[config.mk]
export PLATFORM = sky130hd
export DESIGN_NAME = rsa_top
export DESIGN_NICKNAME = d
export VERILOG_FILES = /design/src/rtl/rsa_top.sv
export SDC_FILE = /design/constraint.sdc
export NUM_CORES = 1
export LEC_CHECK = 0
export CAP_MARGIN = 40
export CORE_ASPECT_RATIO = 0.7
export CORE_MARGIN = 4
export CORE_UTILIZATION = 40
export DETAILED_ROUTE_END_ITERATION = 6
export PLACE_DENSITY = 0.67
export SKIP_CTS_REPAIR_TIMING = 1
export SLEW_MARGIN = 5
export SYNTH_ARGS = -nofsm -noshare
export SYNTH_HDL_FRONTEND = slang
export SYNTH_SLANG_ARGS = --single-unit
[constraint.sdc]
create_clock -name clk -period 46 [get_ports clk]
set_clock_uncertainty 0.05 [all_clocks]
set_input_delay 4.6 -clock clk [delete_from_list [all_inputs] [get_ports clk]]
set_output_delay 4.6 -clock clk [all_outputs]
set_load 0.03 [all_outputs]
[src/rtl/rsa_top.sv]
// Iterative RSA encryptor: MSB-first message reduction mod n, then LSB-first square-and-multiply.
// Optional macro RSA_TOP_ERR_EN adds output err, flagging a captured modulus below 2.
module rsa_top #(
    parameter int unsigned MSG_W = 65,
    parameter int unsigned PQ_W  = 4,
    parameter int unsigned E_W   = 9
) (
    input  logic             clk,
    input  logic             rst,
    input  logic [MSG_W-1:0] message,
    input  logic [PQ_W-1:0]  p,
    input  logic [PQ_W-1:0]  q,
    input  logic [E_W-1:0]   e,
    output logic [MSG_W-1:0] encrypted_message,
    output logic             done
`ifdef RSA_TOP_ERR_EN
    ,
    output logic             err
`endif
);

    localparam int unsigned NW = 2 * PQ_W;
    localparam int unsigned MAXW = (MSG_W > E_W) ? MSG_W : E_W;
    localparam int unsigned CW = $clog2(MAXW + 1);

    typedef enum logic [1:0] {StLoad, StReduce, StExp, StDone} state_e;

    state_e           state_q, state_d;
    logic [MSG_W-1:0] msg_q, msg_d;
    logic [PQ_W-1:0]  p_q, p_d, q_q, q_d;
    logic [E_W-1:0]   e_q, e_d;
    logic [MSG_W-1:0] msh_q, msh_d;
    logic [E_W-1:0]   esh_q, esh_d;
    logic [NW-1:0]    n_q, n_d;
    logic [NW-1:0]    r_q, r_d;
    logic [NW-1:0]    acc_q, acc_d;
    logic [NW-1:0]    base_q, base_d;
    logic [CW-1:0]    cnt_q, cnt_d;
    logic [MSG_W-1:0] enc_q, enc_d;
    logic             done_q, done_d;
    logic             err_q, err_d;

    logic [NW:0]      r2;
    logic [NW-1:0]    acc_nxt;
    logic             n_small;
    logic             changed;

    // A zero modulus yields 0 so the product reduction never divides by zero.
    function automatic logic [NW-1:0] mulmod(input logic [NW-1:0] a, input logic [NW-1:0] b,
                                             input logic [NW-1:0] n);
        logic [2*NW-1:0] prod;
        logic [2*NW-1:0] rem;
        prod = (2*NW)'(a) * (2*NW)'(b);
        if (n == '0) begin
            rem = '0;
        end else begin
            rem = prod % (2*NW)'(n);
        end
        return rem[NW-1:0];
    endfunction

    always_ff @(posedge clk or posedge rst) begin
        if (rst) begin
            state_q <= StLoad;
            msg_q   <= '0;
            p_q     <= '0;
            q_q     <= '0;
            e_q     <= '0;
            msh_q   <= '0;
            esh_q   <= '0;
            n_q     <= '0;
            r_q     <= '0;
            acc_q   <= '0;
            base_q  <= '0;
            cnt_q   <= '0;
            enc_q   <= '0;
            done_q  <= 1'b0;
            err_q   <= 1'b0;
        end else begin
            state_q <= state_d;
            msg_q   <= msg_d;
            p_q     <= p_d;
            q_q     <= q_d;
            e_q     <= e_d;
            msh_q   <= msh_d;
            esh_q   <= esh_d;
            n_q     <= n_d;
            r_q     <= r_d;
            acc_q   <= acc_d;
            base_q  <= base_d;
            cnt_q   <= cnt_d;
            enc_q   <= enc_d;
            done_q  <= done_d;
            err_q   <= err_d;
        end
    end

    always_comb begin
        state_d = state_q;
        msg_d   = msg_q;
        p_d     = p_q;
        q_d     = q_q;
        e_d     = e_q;
        msh_d   = msh_q;
        esh_d   = esh_q;
        n_d     = n_q;
        r_d     = r_q;
        acc_d   = acc_q;
        base_d  = base_q;
        cnt_d   = cnt_q;
        enc_d   = enc_q;
        done_d  = done_q;
        err_d   = err_q;

        n_small = (n_q < NW'(2));
        changed = (message != msg_q) || (p != p_q) || (q != q_q) || (e != e_q);
        r2      = {r_q, msh_q[MSG_W-1]};
        if (r2 >= {1'b0, n_q}) begin
            r2 = r2 - {1'b0, n_q};
        end
        acc_nxt = esh_q[0] ? mulmod(acc_q, base_q, n_q) : acc_q;

        unique case (state_q)
            StLoad: begin
                msg_d   = message;
                p_d     = p;
                q_d     = q;
                e_d     = e;
                msh_d   = message;
                esh_d   = e;
                n_d     = NW'(p) * NW'(q);
                r_d     = '0;
                cnt_d   = '0;
                state_d = StReduce;
            end
            StReduce: begin
                r_d   = r2[NW-1:0];
                msh_d = msh_q << 1;
                cnt_d = cnt_q + CW'(1);
                if (cnt_q == CW'(MSG_W - 1)) begin
                    acc_d   = n_small ? '0 : NW'(1);
                    base_d  = r2[NW-1:0];
                    cnt_d   = '0;
                    state_d = StExp;
                end
            end
            StExp: begin
                acc_d  = acc_nxt;
                base_d = mulmod(base_q, base_q, n_q);
                esh_d  = esh_q >> 1;
                cnt_d  = cnt_q + CW'(1);
                if (cnt_q == CW'(E_W - 1)) begin
                    enc_d   = n_small ? '0 : MSG_W'(acc_nxt);
                    done_d  = 1'b1;
                    err_d   = n_small;
                    state_d = StDone;
                end
            end
            StDone: begin
                if (changed) begin
                    done_d  = 1'b0;
                    err_d   = 1'b0;
                    state_d = StLoad;
                end
            end
            default: state_d = StLoad;
        endcase
    end

    assign encrypted_message = enc_q;
    assign done              = done_q;
`ifdef RSA_TOP_ERR_EN
    assign err               = err_q;
`else
    logic unused_err;
    assign unused_err = err_q;
`endif

endmodule

# Word-level counts from Yosys, hierarchy flattened
# Cells that the tools add are included.
[word_totals]
ff_bits = 263
in_bits = 84
output_inout_bits = 66
word_cells = 71
[op_classes]
addsub = 2
multipliers = 3
div_mod_pow = 2
order_cmp = 2
eq_ne = 12
muxes = 22
reduce_logical = 14
[op_table]
columns = ["op", "n"]
rows = [
  ["case mux 65 bit (2 select lines)", 1],
  ["inequality test 65 bit", 1],
  ["2-to-1 mux 8 bit", 7],
  ["case mux 8 bit (2 select lines)", 3],
  ["modulo 16 x 8 -> 16 bit", 2],
  ["multiplier 8 x 8 -> 16 bit", 2],
  ["case mux 7 bit (3 select lines)", 1],
  ["case mux 9 bit (2 select lines)", 1],
  ["greater-or-equal comparator 9 x 8 -> 1 bit", 1],
  ["inequality test 9 bit", 1],
  ["zero test 8 bit", 1],
  ["< comparator 8 x 2 -> 1 bit, second input constant", 1],
  ["multiplier 4 x 4 -> 8 bit", 1],
  ["inequality test 4 bit", 2],
  ["case mux 2 bit (4 select lines)", 1],
  ["nonzero test 2 bit", 4],
  ["subtractor 8 bit", 1],
  ["adder 7 x 1 -> 7 bit, second input constant", 1],
  ["equality test 7 x 4 -> 1 bit, second input constant", 1],
  ["equality test 7 bit, second input constant", 1],
  ["2-to-1 mux 7 bit", 1],
  ["2-to-1 mux 2 bit", 3],
  ["inequality test 2 bit, second input constant", 3],
  ["AND reduction 3 bit", 2],
  ["other kinds (8)", 14],
]

# Depth between registers and ports, before layout
[depth]
word_depth = 6
depth_mapped = 182

# Worst setup path after synthesis
# OpenSTA, ideal clock, no wires.
[synth_timing]
kind = "register to register"
startpoint = "register base_q[5]"
endpoint = "register acc_q[0]"
setup_ps = 95
arrival_ps = 34394
required_time_ps = 45855
setup_slack_ps = 11461
stages_incl_launch_ff = 170
path_cell_list = "dfrtp_1 > clkbuf_1 > clkbuf_1 > and2_1 > fa_1 > fa_1 > fa_1 > inv_1 > fa_1 > inv_1 > ha_1 > o21a_1 > o211ai_1 > a21o_1 > a21oi_1 > xnor2_1 > ha_1 > a21oi_1 > [134 not listed] > nand2_1 > clkbuf_1 > mux2_1 > ha_1 > nor2b_1 > o21ai_0 > nand2b_1 > a21oi_1 > o21bai_1 > o21ai_0 > nand2b_1 > a21oi_1 > nand2_1 > a211oi_1 > and4_4 > nand2_4 > mux2_4 > o31ai_1"
[synth_via]
elab_chain_cells = 5
[synth_rtl]
columns = ["item", "line_no", "source"]
rows = [
  ["from (decl)", "37", "logic [NW-1:0] base_q, base_d;"],
  ["from (signal assigned)", "90", "base_q <= base_d;"],
  ["multiplier 8 x 8 -> 16 bit", "53", "prod = (2*NW)'(a) * (2*NW)'(b);"],
  ["modulo 16 x 8 -> 16 bit", "57", "rem = prod % (2*NW)'(n);"],
  ["2-to-1 mux 8 bit", "54", "if (n == '0) begin"],
  ["2-to-1 mux 8 bit", "121", "acc_nxt = esh_q[0] ? mulmod(acc_q, base_q, n_q) : acc_q;"],
  ["case mux 8 bit (2 select lines)", "123", "unique case (state_q)"],
  ["to (signal assigned)", "73", "acc_q <= '0;"],
  ["to (signal assigned)", "89", "acc_q <= acc_d;"],
  ["to (decl)", "36", "logic [NW-1:0] acc_q, acc_d;"],
]
# Every way passes these cells.
# A chain may end at the register's enable or synchronous reset.

# Worst setup path in the final report
[layout_timing]
startpoint = "register base_q[4]"
endpoint = "register acc_q[0]"
# The elaborated chain is that of the path after synthesis.

==> impl_metrics.ini <==
[worst_hold_path]
min_path_type = reg -> reg
hold_depth = 2
holdPathEnd = msh_q[22]
min_from = msh_q[21]

[final_layout]
fillers = 6198
final_nets = 3596
final_util = 0.447
final_layout_size_suffix_gt1_frac = 0.0717
area_growth_pct = 9.66
layout_common_cells = nand2_1, ha_1, o21ai_0, dfrtp_1, inv_1
final_common_cell = nand2_1
fin_cells = 4034

[logic_synthesis]
synth_warnings = 0
synth_top_flop_cell = dfrtp_1
yosysSeqAreaShare = 0.198
ys_seq_elements = 206
syn_inst = 3093
syn_area_sq_um = 26000
avgSynthCellArea_sq_um = 8.40
ys_async_sr_fraction = 1.00
synth_cell_types = 110
synth_edf_count = 0

[route]
vias = 22500
dr_wl_met3_microns = 5320
drt-met1-wl_microns = 35700
viasPerCell = 5.58
wl_met2_microns = 27200
dr.pass1.iters = 5
wire_per_inst_microns = 17.1
drtIter0Drc = 2022
drt_drc_violations_left = 0
wl_microns = 69100
routed.top_layer = met5
antenna_left = 0

[critical_path]
timing.rr.start = base_q[4]
cpMaxStageDelayCell = nor3_2
worst-path-max-fanout = 17
start_kind = flip-flop
cpMostUsedCell = o21a_1
rr_worst_depth = 157
crit_buf_inv = 5
cpPeakStageDelay_ps = 750
timing.rr.end = acc_q[0]
r2r_slack_ps = 6430
criticalPathCategory = reg -> reg
path_delay_family = compound AO/OA/AOI/OAI gates
arrival_ps = 39950
critPathCaptureType = flip-flop
cp.required_ps = 46380

[sta]
whs_ps = 431
relSlewSlack = 0.391
worst_pin_slew_ps = 909
grt_setup_unrepaired = no
min_period_ps = 39570
post-route-period-util = 0.860
timing.final.max_slew_violations = 0
finalSetupViolations = 0
setup_tns_ps = 0
clock.fmax_mhz = 25.3
hold_violations = 0

[floorplan]
dieHeight_microns = 221
dieArea_sq_um = 69200
num_rows = 77
io_pins = 150
die_x_microns = 313
core_area_sq_um = 63700
initial_utilization = 0.408

[cts]
clock_latency_ps = 540
cts.sinks = 206
cts_buffer_depth = 3
cts-root-buf = clkbuf_16
clk_pin_slew_ps = 70
cts_tree = done
cts_buffers = 22
htree_levels = 1

[placement]
dpl.cell_count = 3992
routabilityCongestion = 0.923
port_buffers = 92
dp_hpwl_microns = 54400

[global_routing]
grt_max_degree = 105
grt_usage = 0.194
grt_pass1_vias = 20800
grt_pass1_wl_microns = 113000
gr-total-overflow = 0
antenna_found_initial = 2

[run]
drv_cap = 0

[outcome]
status = finished, final reports clean
[kinds of logic (layout without fill, tap and decap cells)]
| logic type | Yosys count | in the layout | share of synthesized area |
|---|---|---|---|
| AND/OR/NAND/NOR | 925 | 925 | 0.178 |
| AO/OA/AOI/OAI | 828 | 828 | 0.210 |
| adder cells (fa/ha/maj) | 364 | 364 | 0.195 |
| buffers and inverters | 346 | 361 | 0.0596 |
| multiplexers | 224 | 224 | 0.0921 |
| flip-flops | 206 | 206 | 0.198 |
| XOR/XNOR | 199 | 199 | 0.0671 |
| other | 1 | 58 | 0.000144 |
[routing by layer]
layer  vias up  track usage
met4         2       0.0249
li1      11200            -
met3        59       0.0357
met5         -            0
met2       647        0.269
met1     10600        0.313
[area by class of cell]
cell class / count / area, sq um / area share
tap: 869 / 1090 / 0.0382
timing repair buffer: 117 / 1130 / 0.0397
multi-input combinational: 2597 / 19500 / 0.685
clock inverter: 11 / 194 / 0.00681
antenna: 1 / 2.50 / 0.0000878
sequential: 206 / 5150 / 0.181
inverter: 204 / 773 / 0.0271
clock buffer: 29 / 637 / 0.0224
[sequential cells by signal (all words and copies together), names as in the netlist, 4 cells and up]
register	count
acc_q	8
base_q	8
cnt_q	7
e_q	9
encrypted_message	8
esh_q	9
msg_q	65
msh_q	65
n_q	8
p_q	4
q_q	4
r_q	8
[worst reg2reg max path, delay by kind of cell (launching register included)]
family,cells,cell delay [ps]
AND/OR/NAND/NOR,43,10120
multiplexers,6,2200
AO/OA/AOI/OAI,82,18670
flip-flops,1,660
XOR/XNOR,1,250
buffers and inverters,5,710
adder cells (fa/ha/maj),20,6860
[Yosys cell counts, types with 47 or more instances]
master	instances	area, sq um
o21a_1	74	556
mux2i_1	114	1140
a21oi_1	157	786
buf_4	61	458
nor2_1	173	649
dfrtp_1	206	5150
xor2_1	80	701
nor3_1	89	445
a21o_1	61	458
ha_1	295	3690
xnor2_1	119	1040
clkbuf_1	68	255
inv_1	203	762
nand2b_1	52	325
o31ai_1	47	353
and2_1	88	551
mux2_2	103	1160
o21ai_0	227	1140
fa_1	69	1380
nand2_1	297	1110
[per-stage QoR]
step	setup slack (ps)	area (sq um)
3_5_place_dp	7160	27700
2_1_floorplan	11460	26200
4_1_cts	6980	28500
6_report	6430	28500
3_3_place_gp	7050	27600
5_1_grt	3370	28500
[worst max-delay path by stage]
| stage | start | to | cells past startpoint |
|---|---|---|---|
| after global placement | base_q[4] | acc_q[0] | 161 |
| after detailed placement | base_q[4] | acc_q[0] | 160 |
| after global routing | base_q[4] | acc_q[0] | 159 |
| after CTS | base_q[4] | acc_q[0] | 157 |
| after floorplan | base_q[5] | acc_q[0] | 169 |
| final | base_q[4] | acc_q[0] | 157 |
Power is not shown: default switching activity piles up to over one toggle a cycle in this logic, so the estimate is an artifact.
